`src/rtl/sn74ls595_driver.sv`:
```
// Serialises a parallel word onto a chain of cascaded sn74ls595 parts and
// drives their shift clock, register clock, clear and output enable pins.
module sn74ls595_driver #(
    parameter int NBYTES = 1,
    parameter int DIV    = 2
) (
    input  logic                  clk,
    input  logic                  rst,
    input  logic [8*NBYTES-1:0]   data,
    input  logic                  start,
    input  logic                  clear,
    output logic                  busy,
    output logic                  done,
    output logic                  ser,
    output logic                  sck,
    output logic                  rck,
    output logic                  sclr,
    output logic                  g,
    output logic [2:0]            fsm_state
);
    localparam int NBITS = 8 * NBYTES;
    localparam int DW    = (DIV > 1) ? $clog2(DIV) : 1;
    localparam int BW    = $clog2(NBITS + 1);
    localparam logic [DW-1:0] DIV_LAST = DW'(DIV - 1);

    typedef enum logic [2:0] {
        IDLE  = 3'd0,
        LOW   = 3'd1,
        HIGH  = 3'd2,
        LATCH = 3'd3,
        CLR   = 3'd4,
        DONE  = 3'd5
    } state_t;

    // Handshake: start/clear are sampled only while busy=0 (IDLE) and are
    // dropped, not queued, otherwise; busy rises on the accepting edge and
    // done pulses for exactly one cycle in the final busy cycle.
    state_t           state;
    logic [NBITS-2:0] shadow;     // bits still to be sent after the one on ser
    logic [BW-1:0]    bitcnt;
    logic [DW-1:0]    divcnt;
    logic             phase_end;

    assign phase_end = (divcnt == DIV_LAST);
    assign fsm_state = state;

    always_ff @(posedge clk or posedge rst) begin
        if (rst) begin
            state  <= IDLE;
            shadow <= '0;
            bitcnt <= '0;
            divcnt <= '0;
            ser    <= 1'b0;
            sck    <= 1'b0;
            rck    <= 1'b0;
            sclr   <= 1'b0;
            g      <= 1'b1;
            busy   <= 1'b0;
            done   <= 1'b0;
        end else begin
            case (state)
                IDLE: begin
                    sck    <= 1'b0;
                    rck    <= 1'b0;
                    sclr   <= 1'b1;
                    done   <= 1'b0;
                    divcnt <= '0;
                    if (clear) begin
                        state <= CLR;
                        sclr  <= 1'b0;
                        ser   <= 1'b0;
                        busy  <= 1'b1;
                    end else if (start) begin
                        state  <= LOW;
                        shadow <= data[NBITS-2:0];
                        ser    <= data[NBITS-1];
                        bitcnt <= BW'(NBITS);
                        busy   <= 1'b1;
                    end
                end
                LOW: begin
                    if (phase_end) begin
                        divcnt <= '0;
                        sck    <= 1'b1;
                        state  <= HIGH;
                    end else begin
                        divcnt <= divcnt + 1'b1;
                    end
                end
                HIGH: begin
                    if (phase_end) begin
                        divcnt <= '0;
                        sck    <= 1'b0;
                        bitcnt <= bitcnt - 1'b1;
                        if (bitcnt == BW'(1)) begin
                            state <= LATCH;
                            rck   <= 1'b1;
                            ser   <= 1'b0;
                        end else begin
                            state  <= LOW;
                            ser    <= shadow[NBITS-2];
                            shadow <= {shadow[NBITS-3:0], 1'b0};
                        end
                    end else begin
                        divcnt <= divcnt + 1'b1;
                    end
                end
                CLR: begin
                    // Shift registers are already zero; the LATCH pulse copies them to q.
                    if (phase_end) begin
                        divcnt <= '0;
                        sclr   <= 1'b1;
                        rck    <= 1'b1;
                        state  <= LATCH;
                    end else begin
                        divcnt <= divcnt + 1'b1;
                    end
                end
                LATCH: begin
                    if (phase_end) begin
                        divcnt <= '0;
                        rck    <= 1'b0;
                        done   <= 1'b1;
                        g      <= 1'b0;
                        state  <= DONE;
                    end else begin
                        divcnt <= divcnt + 1'b1;
                    end
                end
                DONE: begin
                    done  <= 1'b0;
                    busy  <= 1'b0;
                    state <= IDLE;
                end
                default: begin
                    state <= IDLE;
                end
            endcase
        end
    end

endmodule

```
`config.mk`:
```
export PLATFORM = sky130hd
export DESIGN_NAME = sn74ls595_driver
export DESIGN_NICKNAME = d
export VERILOG_FILES = /design/src/rtl/sn74ls595_driver.sv
export SDC_FILE = /design/constraint.sdc
export NUM_CORES = 1
export LEC_CHECK = 0
export CORE_MARGIN = 10
export CORE_UTILIZATION = 55
export CTS_CLUSTER_SIZE = 8
export DETAILED_ROUTE_END_ITERATION = 8
export MAX_ROUTING_LAYER = met4
export PLACE_DENSITY = 0.83
export SETUP_SLACK_MARGIN = 0.1
export SLEW_MARGIN = 30
export SYNTH_ARGS = -nofsm -noshare
export SYNTH_HDL_FRONTEND = slang
export SYNTH_SLANG_ARGS = --single-unit
export TNS_END_PERCENT = 30
```
`constraint.sdc`:
```
create_clock -name clk -period 4.7 [get_ports clk]
set_clock_uncertainty 0.05 [all_clocks]
set_input_delay 1.41 -clock clk [delete_from_list [all_inputs] [get_ports clk]]
set_output_delay 1.41 -clock clk [all_outputs]
set_load 0.01 [all_outputs]
```
==> flow_metrics.py <==
metrics = {
    "status": {
        "run_status": "completed",
    },
    "cells_and_area": {
        "nFillCells": 168,
        "fin_nets": 162,
        "drive_above_1_share_pct": 9.52,
        "final_cell_area_sq_um": 1500,
        "antenna_cells": 0,
        "instances_no_fill": 175,
        "area_delta_synth_final_pct": 18.9,
    },
    "floorplan": {
        "die_x_um": 68.0,
        "io_pins": 22,
        "core-area_sq_um": 2190,
        "die_h_um": 68.0,
        "die_area_sq_um": 4620,
        "fp-row-count": 17,
        "start_util_pct": 57.7,
    },
    "job": {
        "drv_cap": 0,
    },
    "worst_setup_path": {
        "cp-end-kind": "output port",
        "critPathMaxStageDelay_ns": 0.92,
        "cp.depth": 1,
        "r2r_slack_ns": 2.57,
        "crit_end": "fsm_state[1]",
        "cp_data_arrival_time_ns": 1.92,
        "critPathLaunchType": "flop",
        "required_ns": 3.24,
        "worstRegToRegCells": 3,
        "cp_top_family": "flip-flops",
        "path_max_fanout": 30,
        "crit_chain": "clkdlybuf4s50_1",
        "path_class": "reg2out",
        "worstReg2RegStart": "fsm_state[1]",
        "timing.critical_path.from": "fsm_state[1]",
        "r2r-end": "ser",
        "cp.buffers_inverters": 1,
        "cp_slowest_cell": "dfrtp_1",
    },
    "clock_tree": {
        "cts_sinks": 22,
        "root_buffer": "clkbuf_4",
        "cts_tree": "yes",
        "holdBufCountCts": 0,
        "cts_setup_buffers": 0,
        "clk-insertion-delay-late_ns": 0.31,
        "clk_pin_slew_ns": 0.13,
        "max-clock-path-buffers": 2,
        "htree_levels": 1,
        "cts_resized": 0,
        "cts_buffers": 3,
    },
    "power_and_ir_drop": {
        "p_leak_nw": 0.587,
        "powerDensity_nw_per_um2": 587,
        "irDropWorstVdd_uv": 340,
    },
    "synth": {
        "ys.warnings.count": 0,
        "ys_ff_latch": 22,
        "synthTopCellsByArea": "dfrtp_1 42%, o32ai_1 6.2%, a22oi_1 4.7%, nand2b_1 4.0%, inv_1 3.9%",
        "synth_top_area_share_pct": 41.5,
        "synth-edff-count": 0,
        "async_flop_share_pct": 100,
        "netlist_area_sq_um": 1260,
        "synth_cell_types": 39,
        "synth_ff_type": "dfrtp_1",
        "avgSynthCellArea_sq_um": 9.73,
        "syn-num-nets": 144,
        "ys_seq_area_share_pct": 43.6,
        "netlist_instances": 130,
        "synth_top_cell_by_area": "dfrtp_1",
    },
    "sta": {
        "setup_viol": 0,
        "min_period_ns": 3.38,
        "maxSlewViolCount": 0,
        "finalWorstSetupSlack_ns": 1.32,
        "tns_ns": 0,
        "tightest_slew_ns": 0.852,
        "hold_viol": 0,
        "max_slew_margin_pct": 43.2,
        "rsz0062_at_grt": "false",
        "fin_crit_sh_pct": 71.9,
        "fmax_mhz": 296,
    },
    "route": {
        "routedWlPerCell_um": 16.3,
        "routed_wl_um": 2860,
        "final_antenna_net_count": 0,
        "highest_layer": "met4",
        "drcViolationCount": 0,
        "m1WireLength_um": 1300,
        "dr_wl_met3_um": 167,
        "viasPerCell": 6.03,
        "wl_met2_um": 1360,
        "route.vias.total": 1055,
        "drtIter0Drc": 53,
        "drtPass1Iterations": 5,
    },
    "global_route": {
        "grt_usage_pct": 13.1,
        "antenna_found_initial": 0,
        "grt_pass1_wl_um": 4730,
        "grt_pass1_vias": 1031,
        "grt_max_degree": 31,
        "overflow": 0,
    },
    "placed_design": {
        "dp_cells": 171,
        "place_area_sq_um": 1470,
        "gp_congestion": 0.882,
        "dp_slack_ns": 1.60,
        "dp_hpwl_um": 2030,
        "port-buffer-count": 21,
    },
    "hold_path": {
        "hold_class": "reg2reg",
    },
}
[worst register-to-register path, cell delays in order, from the launching register on]
cell and delay (ns):
dfrtp_1 0.92, nor3b_2 0.62, o32ai_1 0.15, mux2_2 0.29
[sequential cells by signal, summed over array words and instances (netlist names)]
register / cells
bitcnt: 4
sclr: 1
busy: 1
fsm_state: 3
shadow: 7
done: 1
g: 1
sck: 1
ser: 1
divcnt: 1
rck: 1
[synthesized netlist by cell type (all sizes together) (3+ instances only)]
library cell and number:
dfrtp 21, o21ai 8, nor2 5, a21oi 6
nand2b 8, nand2 6, nor3b 4, o21a 3
inv 13, a22oi 8, a31oi 3, o22ai 3
buf 6, o32ai 9
[cells by family after synthesis]
group | after synthesis | share of synthesized area (%)
AOI/OAI and AO/OA | 45 | 26.6
xor gates and xnor gates | 1 | 0.693
adders and majority gates | 2 | 1.98
buffers and inverters | 21 | 7.22
DFF | 22 | 43.6
muxes | 1 | 0.890
and+or+nand+nor | 38 | 19.0
[metal layers]
| metal | up-vias | GRT usage [%] |
|---|---|---|
| met5 | - | - |
| met4 | 0 | 2.76 |
| met3 | 6 | 3.10 |
| met2 | 28 | 20.7 |
| met1 | 511 | 16.6 |
| li1 | 510 | - |
[worst min path at each step]
stage | depth (start not counted) | startpoint | to
after global routing | 1 | g | g
after detailed placement | 1 | g | g
final | 1 | g | g
after CTS | 1 | g | g
after floorplan | 1 | shadow[0] | shadow[0]
after global placement | 1 | g | g
[power by group]
| group | switching (mW) | internal (mW) |
|---|---|---|
| combinational | 0.190 | 0.205 |
| clock | 0.0590 | 0.0473 |
| sequential | 0.114 | 0.267 |
| total | 0.364 | 0.519 |
[cell usage in the layout, fill, tap and decap left out]
| cell | count |
|---|---|
| xnor2_1 | 1 |
| nand2_1 | 6 |
| a221oi_2 | 1 |
| dfrtp_1 | 21 |
| clkdlybuf4s50_1 | 21 |
| or3b_4 | 1 |
| nor2b_1 | 2 |
| nand2b_1 | 8 |
| nor3b_1 | 2 |
| nand3b_1 | 1 |
| ha_1 | 2 |
| o32ai_1 | 9 |
| a221oi_1 | 1 |
| a22oi_1 | 8 |
| nand4b_1 | 1 |
| a32o_1 | 1 |
| inv_1 | 13 |
| o211ai_1 | 1 |
| clkbuf_8 | 1 |
| a31oi_1 | 3 |
| or3_1 | 2 |
| nor2_1 | 5 |
| nand3_1 | 1 |
| and2_1 | 1 |
| a21oi_4 | 1 |
| or2_2 | 2 |
| clkbuf_4 | 3 |
| a21oi_1 | 5 |
| o21ai_0 | 8 |
| nor3b_2 | 2 |
| nor3_1 | 2 |
| a2bb2oi_2 | 1 |
| dfstp_2 | 1 |
| mux2_2 | 1 |
| or4bb_1 | 1 |
| o22ai_1 | 3 |
| o21a_1 | 3 |
| nand4bb_1 | 1 |
[through the flow]
stage | utilization, % | power [mW] | hold WS, ns
after floorplan | - | 0.653 | 0.407
final | 68.6 | 0.883 | 0.419
after detailed placement | 67.0 | 0.780 | 0.404
after global placement | 67.0 | 0.756 | 0.399
after global routing | 68.6 | 0.958 | 0.440
after CTS | 68.6 | 0.886 | 0.422
[area by class of cell]
cell class,instances,area (sq um),area share [%]
sequential,22,552,36.7
tap,28,35.0,2.33
inverter,13,48.8,3.24
multi-input combinational,87,622,41.3
timing repair buffer,21,210,14.0
clock buffer,4,36.3,2.41
Power figures use the tool's default switching activity.
==> patch, RTL diff (same flow settings) <==
Reset style: synchronous (`rst`), changed in one clocked block.
--- a/src/rtl/sn74ls595_driver.sv
+++ b/src/rtl/sn74ls595_driver.sv
@@ -44,7 +44,7 @@
     assign phase_end = (divcnt == DIV_LAST);
     assign fsm_state = state;
 
-    always_ff @(posedge clk or posedge rst) begin
+    always_ff @(posedge clk) begin
         if (rst) begin
             state  <= IDLE;
             shadow <= '0;
Behaviour: differs if rst is asserted again (counterexample within 4 cycles, from zero or initial values and one cycle with rst high); with rst held inactive, the same outputs for 10 cycles.
==> patch against the original RTL <==
  * Design area is 7.1% lower
  * Sequential cell count stayed put
  * Register-to-register slack worse by 0.14 ns
  * Power is 17% lower
  * Via count is 0.57% higher
  * Routed wire length is 7.3% lower
  * Worst setup slack better by 0.12 ns
  * Cell count is 5.7% higher
  * Fmax is 3.5% higher
  * First-iteration DRC count is 7.5% higher
  * Critical path depth stayed put
  * Synthesized area is 8.3% lower
==> patch: results <==
metrics = {
    "logic_synthesis": {
        "synth_cell_types": 37,
        "yosysSeqAreaShare": 0.380,
        "yosys-top-cells-count": "dfxtp_1, nor2_1, nand2_1",
        "yosys-top-cells-area": "dfxtp_1, a21oi_1, a311oi_2, nor2_1, nand2_1",
    },
    "final_layout": {
        "fillers": 163,
        "regArea_um2": 440,
        "multi_input_area_share": 0.471,
        "final_layout_size_suffix_gt1_frac": 0.0759,
        "seq_cells": 22,
        "clock_cell_area_share": 0.0260,
    },
    "timing": {
        "slew_headroom": 0.398,
        "whs_ns": 0.420,
    },
    "route": {
        "wl_met1_um": 1160,
        "wl_met3_um": 165,
        "drt-pass1-iter-count": 4,
        "dr_wl_met2_um": 1290,
        "viasPerCell": 5.74,
    },
    "run_status": {
        "outcome": "complete, no violations",
    },
    "place": {
        "gp_congestion": 0.823,
        "dpl_cell_area_um2": 1360,
        "place_hpwl_um": 1910,
        "place_inst": 181,
    },
    "critical_path": {
        "cp_slowest_cell": "dfxtp_1",
        "cp.arrival_ns": 1.80,
        "slowest_delay_ns": 0.80,
        "critPathMaxFanout": 22,
    },
    "global_route": {
        "grt.total_usage": 0.131,
        "globalRouteMet2Util": 0.205,
        "grt_pass1_wl_um": 4490,
        "use_met1": 0.157,
        "grt_max_degree": 23,
    },
    "pwr": {
        "ir_drop_mv": 0.417,
        "p_seq_frac": 0.426,
        "power.internal_uw": 437,
        "finalPower_uw": 732,
    },
}
patch: cell types whose count changed after synthesis, moves of 4 or more:
cell,delta
a21oi_1,+7
a22oi_1,-8
a311oi_1,+4
a311oi_2,+4
clkbuf_1,+5
dfrtp_1,-21
dfxtp_1,+22
inv_1,-8
nand2_1,+8
nand2b_1,-5
nand3_1,+7
nor2_1,+11
o32ai_1,-9
patch: tightest hold or removal path: stages, from the launching register on:
cell and delay [ns]:
dfxtp_1 0.33, inv_1 0.04, o41ai_1 0.06
patch: worst paths after layout:
path | from | end | depth (start not counted)
min | rck$_SDFFE_PP0P_ | rck$_SDFFE_PP0P_ | 2
max reg2reg | fsm_state[1]$_SDFFE_PP0P_ | shadow[3]$_SDFFE_PP0P_ | 4
max | fsm_state[1]$_SDFFE_PP0P_ | fsm_state[1] | 1
min reg2reg | rck$_SDFFE_PP0P_ | rck$_SDFFE_PP0P_ | 2
